===== config.mk =====
export PLATFORM = sky130hd
export DESIGN_NAME = moore_seq_scheduler
export DESIGN_NICKNAME = d
export VERILOG_FILES = /design/src/rtl/moore_sched_pkg.sv /design/src/rtl/rr_arb2.sv /design/src/rtl/moore_seq_scheduler.sv
export SDC_FILE = /design/constraint.sdc
export NUM_CORES = 1
export LEC_CHECK = 0
export CORE_MARGIN = 10
export CORE_UTILIZATION = 36
export DETAILED_ROUTE_END_ITERATION = 7
export DONT_BUFFER_PORTS = 1
export MAX_ROUTING_LAYER = met4
export SETUP_SLACK_MARGIN = 0.3
export SYNTH_ARGS = -nofsm -noshare
export SYNTH_HDL_FRONTEND = slang
export SYNTH_SLANG_ARGS = --single-unit

===== constraint.sdc =====
create_clock -name clk -period 3 [get_ports clk]
set_input_delay 0.9 -clock clk [delete_from_list [all_inputs] [get_ports clk]]
set_output_delay 0.9 -clock clk [all_outputs]
set_load 0.1 [all_outputs]

===== src/rtl/moore_sched_pkg.sv =====
// Shared constants, FSM encoding and length clamp for the moore_machine scheduler.
// Pure declarations: no latency, no backpressure.
package moore_sched_pkg;

  localparam int MAX_LEN = 16;
  localparam int LEN_W   = 5;
  localparam int STATE_W = 3;
  localparam int IDX_W   = $clog2(MAX_LEN);
  localparam logic [STATE_W-1:0] HIT_STATE = 3'd5;

  typedef enum logic [1:0] {
    IDLE    = 2'd0,
    CLEAR   = 2'd1,
    FEED    = 2'd2,
    CAPTURE = 2'd3
  } sched_state_e;

  function automatic logic [LEN_W-1:0] clamp_len(input logic [LEN_W-1:0] len);
    return (len > LEN_W'(MAX_LEN)) ? LEN_W'(MAX_LEN) : len;
  endfunction

endpackage


===== src/rtl/rr_arb2.sv =====
// Two-way round-robin arbiter: on a tie the requester other than ptr wins.
// Combinational, zero latency; no backpressure (losers simply keep requesting).
module rr_arb2 (
  input  logic [1:0] req,
  input  logic       ptr,
  output logic [1:0] gnt_onehot
);

  always_comb begin
    gnt_onehot = 2'b00;
    case (req)
      2'b01:   gnt_onehot = 2'b01;
      2'b10:   gnt_onehot = 2'b10;
      2'b11:   gnt_onehot = ptr ? 2'b01 : 2'b10;
      default: gnt_onehot = 2'b00;
    endcase
  end

endmodule


===== src/rtl/moore_seq_scheduler.sv =====
// Time-shares one moore_machine between two requesters; done arrives len+3 cycles after req.
// No backpressure: requests are sampled only in IDLE; optional hit counter under MOORE_SCHED_HIT_EN.
module moore_seq_scheduler
  import moore_sched_pkg::*;
(
  input  logic               clk,
  input  logic               rst,
  input  logic [1:0]         req,
  input  logic [LEN_W-1:0]   len0,
  input  logic [LEN_W-1:0]   len1,
  input  logic [MAX_LEN-1:0] pat0,
  input  logic [MAX_LEN-1:0] pat1,
  output logic [1:0]         gnt,
  output logic [1:0]         done,
  output logic [STATE_W-1:0] result,
  output logic               busy,
  output logic               fsm_rst_n,
  output logic               fsm_in,
  input  logic [STATE_W-1:0] fsm_state
`ifdef MOORE_SCHED_HIT_EN
  ,
  output logic [LEN_W-1:0]   hit_cnt
`endif
);

  sched_state_e       state_q, state_d;
  logic               ptr_q;
  logic [1:0]         win;
  logic [LEN_W-1:0]   len_q;
  logic [LEN_W-1:0]   idx_q;
  logic [MAX_LEN-1:0] pat_q;

  rr_arb2 u_arb (
    .req        (req),
    .ptr        (ptr_q),
    .gnt_onehot (win)
  );

  always_ff @(posedge clk or posedge rst) begin
    if (rst) state_q <= IDLE;
    else     state_q <= state_d;
  end

  always_comb begin
    state_d   = state_q;
    busy      = (state_q != IDLE);
    fsm_rst_n = ~rst & (state_q != CLEAR);
    fsm_in    = 1'b0;
    case (state_q)
      IDLE:    if (req != 2'b00) state_d = CLEAR;
      CLEAR:   state_d = (len_q != '0) ? FEED : CAPTURE;
      FEED: begin
        fsm_in = pat_q[idx_q[IDX_W-1:0]];
        if (idx_q == len_q - LEN_W'(1)) state_d = CAPTURE;
      end
      CAPTURE: state_d = IDLE;
      default: state_d = IDLE;
    endcase
  end

  // Job latch, feed index and handshake outputs
  always_ff @(posedge clk or posedge rst) begin
    if (rst) begin
      gnt    <= 2'b00;
      done   <= 2'b00;
      result <= '0;
      ptr_q  <= 1'b1;
      len_q  <= '0;
      idx_q  <= '0;
      pat_q  <= '0;
    end else begin
      done <= 2'b00;
      case (state_q)
        IDLE: if (req != 2'b00) begin
          gnt   <= win;
          pat_q <= win[0] ? pat0 : pat1;
          len_q <= clamp_len(win[0] ? len0 : len1);
        end
        CLEAR:   idx_q <= '0;
        FEED:    idx_q <= idx_q + LEN_W'(1);
        CAPTURE: begin
          result <= fsm_state;
          done   <= gnt;
          gnt    <= 2'b00;
          ptr_q  <= gnt[1];
        end
        default: ;
      endcase
    end
  end

`ifdef MOORE_SCHED_HIT_EN
  logic [LEN_W-1:0] hit_acc;
  logic             hit_now;

  assign hit_now = (fsm_state == HIT_STATE) && (hit_acc != '1);

  // The capture cycle's own hit is folded in as hit_cnt is loaded
  always_ff @(posedge clk or posedge rst) begin
    if (rst) begin
      hit_acc <= '0;
      hit_cnt <= '0;
    end else begin
      case (state_q)
        CLEAR:   hit_acc <= '0;
        FEED:    if (hit_now) hit_acc <= hit_acc + LEN_W'(1);
        CAPTURE: hit_cnt <= hit_now ? hit_acc + LEN_W'(1) : hit_acc;
        default: ;
      endcase
    end
  end
`endif

endmodule


==> out/results.env <==
CTS_TREE='done'
ROUTE.DETAILED.DRC=0
SETUP_WS_POST_LAYOUT_PS=101
CTS_MAX_PATH_BUFFERS=2
CLK_NETWORK_PWR_SHARE_PCT=17.0
DRIVE_GT1_SHARE_PCT=18.1
SYN_INST=187
PERIOD_NEEDED_PS=2900
SYNTH_EDF_COUNT=0
YS_ASYNC_SR_FRACTION_PCT=100
CTS.SINKS=36
POST-SYNTH-TOP-COUNT-CELL='sky130_fd_sc_hd__dfrtp_1'
DPL_WORST_SLACK_PS=218
SEQUENTIALPOWERSHARE_PCT=43.9
ROOT_BUFFER='sky130_fd_sc_hd__clkbuf_8'
TRITONCTS.NUM_BUFFERS=5
MAX_CAP_VIOLATIONS=0
TIMING.CRITICAL_PATH.CELLS='mux4_2 -> mux4_2 -> and2_4'
SYNTH_COMMON_CELLS='35 x sky130_fd_sc_hd__dfrtp_1, 30 x sky130_fd_sc_hd__nand2_1, 21 x sky130_fd_sc_hd__mux2i_1'
YOSYSTOPAREACELLSHARE_PCT=44.7
N_FILL_CELL=529
TIMING.CRITICAL_PATH.SLOWEST_CELL_DELAY_PS=520
GRT_PASS1_VIAS=1473
DR_TOTAL_VIAS=1324
POWER.SWITCHING_mW=1.16
CRITPATHMAXFANOUT=5
CRIT_PATH_TOP_DELAY_CELL='sky130_fd_sc_hd__mux4_2'
TIMING.CRITICAL_PATH.TO_TYPE='output pin'
HTREE_LEVELS=2
DETAILED_ROUTING_ITERATION_COUNT_FOR_THE_PRE_ANTENNA_REPAIR_PASS=4
INITIAL_CORE_UTILIZATION_PCT=37.7
POWER.DENSITY_CELL_AREA_mW_PER_MM2=1160
SYNTHESIS.YOSYS.WARNINGS=0
DIE_Y_UM=93.8
CRITICAL_PATH.STARTPOINT_TYPE='register'
PIN_COUNT_OF_THE_BIGGEST_NET_ENTERING_GLOBAL_ROUTING=38
DIE_AREA_SQ_MM=0.00880
STATUS='completed'
TOTALWIRELENGTH_UM=4280
TIGHTESTPINTRANSITION_PS=905
YS_SEQ_ELEMENTS=36
ROUTED_LENGTH_PER_PLACED_INSTANCE_UM=16.3
SYNTH-SEQ-AREA-SHARE_PCT=46.0
DIEWIDTH_UM=93.8
DRT.ANTENNA.VIOLATING_NETS=0
DRT-INITIAL-DRC-COUNT=65
TIMING.SETUP.CRITICAL_PATH_CLASS='reg2out'
FINALCLOCKSKEW_PS=10.3
TIMING.FINAL.CRIT_SHARE_PCT=96.6
POSTCTSSETUPBUFFERS=0
MIN-DELAY-PATH-CLASS='reg2reg'
FLOW.AREA_GROWTH_FROM_SYNTHESIS_PCT=11.3
FMAX_MHz=345
SWSHARE_PCT=46.0
TOTAL_POWER_mW=2.53
LEAKAGEPOWER_nW=1.01
GRT_FIRST_PASS_WIRELENGTH_UM=7030
FINALHOLDWORSTSLACK_PS=487
SETUP_TNS_PS=0
MAPPEDNETLISTAREA_SQ_MM=0.00196
SYNTH.DISTINCT_CELLS=32
COMBPWRFRAC_PCT=39.1
YOSYSTOPAREACELL='sky130_fd_sc_hd__dfrtp_1'
TIMING.FINAL.MAX_SLEW_VIOLATIONS=0
PORTBUFFERS=0
WORST_SETUP_HOLD_PATH_CLK_SLEW_PS=70
GRT_ANTENNA_BEFORE_REPAIR=0
PEAKVDDDROP_V=0.000389
STD_CELL_ROWS=26
WORST_EP_ARRIVAL_TIME_PS=2000
ROUTABILITY_CONGESTION=0.770
HPWLAFTERDP_UM=3270
YS_TOP_CELLS_BY_AREA='sky130_fd_sc_hd__dfrtp_1 45%, sky130_fd_sc_hd__mux2i_1 11%, sky130_fd_sc_hd__mux4_2 5.7%'
GLOBALROUTETOTALUTIL_PCT=10.4
AVGSYNTHCELLAREA_SQ_UM=10.5
CELL_INTERNAL_PWR_mW=1.36
GRT_OVERFLOW=0
CRITPATHMOSTFREQUENTCELL='sky130_fd_sc_hd__mux4_2'
NUMBER_OF_NETS_IN_THE_FINISHED_DESIGN=247
CRITPATHREQUIREDTIME_PS=2100
VIASPERCELL=5.03
CORE_AREA_SQ_MM=0.00520
DESIGN.PORTCOUNT=59
TIMING.SLEW.HEADROOM_PCT=39.7
ANTENNADIODECOUNT=0
COMMONEST_REGISTER_CELL_AFTER_SYNTHESIS='sky130_fd_sc_hd__dfrtp_1'
INSERTION_DELAY_PS=290
RSZ0062_AT_GRT='true'
REG2REG_SLACK_PS=990
SYNTH.NET_COUNT=242
FINAL_HOLD_VIOL_COUNT=0
TIMING.FINAL.SETUP_VIOLATIONS=0
## worst max-delay path, delay by kind of cell, from the launching register on
| family | cells | cell delay (ps) |
|---|---|---|
| and+or+nand+nor | 1 | 270 |
| DFF | 1 | 440 |
| muxes | 2 | 990 |
## cell type report
cell class                      count  area, sq um  area share (%)
Multi-Input combinational cell    131          978            44.8
Inverter                            9         33.8            1.55
Sequential cell                    36          903            41.4
Clock inverter                      3         42.5            1.95
Tap cell                           70         87.6            4.01
Timing Repair Buffer                9         67.6            3.10
Clock buffer                        5         68.8            3.15
## power groups by stage
stage | clock network (mW) | logic, mW | registers (mW)
2_1_floorplan | 0 | 0.839 | 1.06
4_1_cts | 0.442 | 1.00 | 1.11
6_report | 0.430 | 0.989 | 1.11
3_3_place_gp | 0 | 0.977 | 1.12
5_1_grt | 0.458 | 1.12 | 1.13
3_5_place_dp | 0 | 0.993 | 1.12
## routing by layer
layer  vias up  share of wire [%]  track usage [%]
met5         -                  0                -
met3         8                3.3             2.72
met4         0                2.4             5.82
met1       621                 45             12.4
li1        664                  -                -
met2        31                 49             15.4
## logic make-up (layout without fill, tap and decap cells)
kind of cell             after synthesis  count (layout)  share of synthesized area (%)
XOR/XNOR                               6               6                           2.68
multiplexers                          33              33                           20.5
adder cells (fa/ha/maj)                6               6                           3.83
AND/OR/NAND/NOR                       48              48                           11.0
buffers and inverters                 20              26                           4.72
flip-flops                            36              36                           46.0
AO/OA/AOI/OAI                         38              38                           11.3
## through the flow
step | util, % | instance area, sq um | cells
after detailed placement | 39.7 | 2070 | 255
after global placement | 39.7 | 2070 | 255
final | 41.9 | 2180 | 263
after CTS | 41.9 | 2180 | 263
after global routing | 41.9 | 2180 | 263
after floorplan | - | 1960 | 187
## final timing paths
check | end | depth (start not counted) | start
max | fsm_in | 3 | idx_q[0]
min | pat_q[10] | 2 | pat_q[10]
max reg2reg | state_q[1] | 7 | state_q[0]
min reg2reg | pat_q[10] | 2 | pat_q[10]
max in group asynchronous | idx_q[0] | 2 | rst
min in group asynchronous | state_q[0] | 2 | rst
## sequential cells by signal, summed over array words and instances, names as in the netlist
name	count
done	2
gnt	2
idx_q	5
len_q	5
pat_q	16
ptr_q	1
result	3
state_q	2
## timing repair
action                     in CTS  in global routing
gates resized for setup         2                  0
setup endpoints to repair       1                  1
hold buffers                    0                  0
## cells in the final DEF, fill, tap and decap left out, types with 2 or more instances in the layout
master / Yosys / final
sky130_fd_sc_hd__nor3_1: 2 / 2
sky130_fd_sc_hd__xor2_1: 3 / 3
sky130_fd_sc_hd__o21ai_0: 16 / 16
sky130_fd_sc_hd__nand2_1: 30 / 30
sky130_fd_sc_hd__o31ai_1: 6 / 6
sky130_fd_sc_hd__o21ai_2: 0 / 2
sky130_fd_sc_hd__and2_1: 3 / 2
sky130_fd_sc_hd__a21oi_1: 3 / 3
sky130_fd_sc_hd__dfrtp_1: 35 / 34
sky130_fd_sc_hd__nand3_1: 5 / 5
sky130_fd_sc_hd__mux2_2: 6 / 6
sky130_fd_sc_hd__clkbuf_8: 0 / 5
sky130_fd_sc_hd__mux2i_1: 21 / 21
sky130_fd_sc_hd__inv_1: 8 / 8
sky130_fd_sc_hd__ha_1: 6 / 6
sky130_fd_sc_hd__nor2_1: 4 / 3
sky130_fd_sc_hd__mux4_2: 5 / 5
sky130_fd_sc_hd__o21ai_1: 8 / 6
sky130_fd_sc_hd__xnor2_1: 3 / 3
sky130_fd_sc_hd__buf_4: 0 / 9
Note: power is estimated with default switching activity, not from simulation.
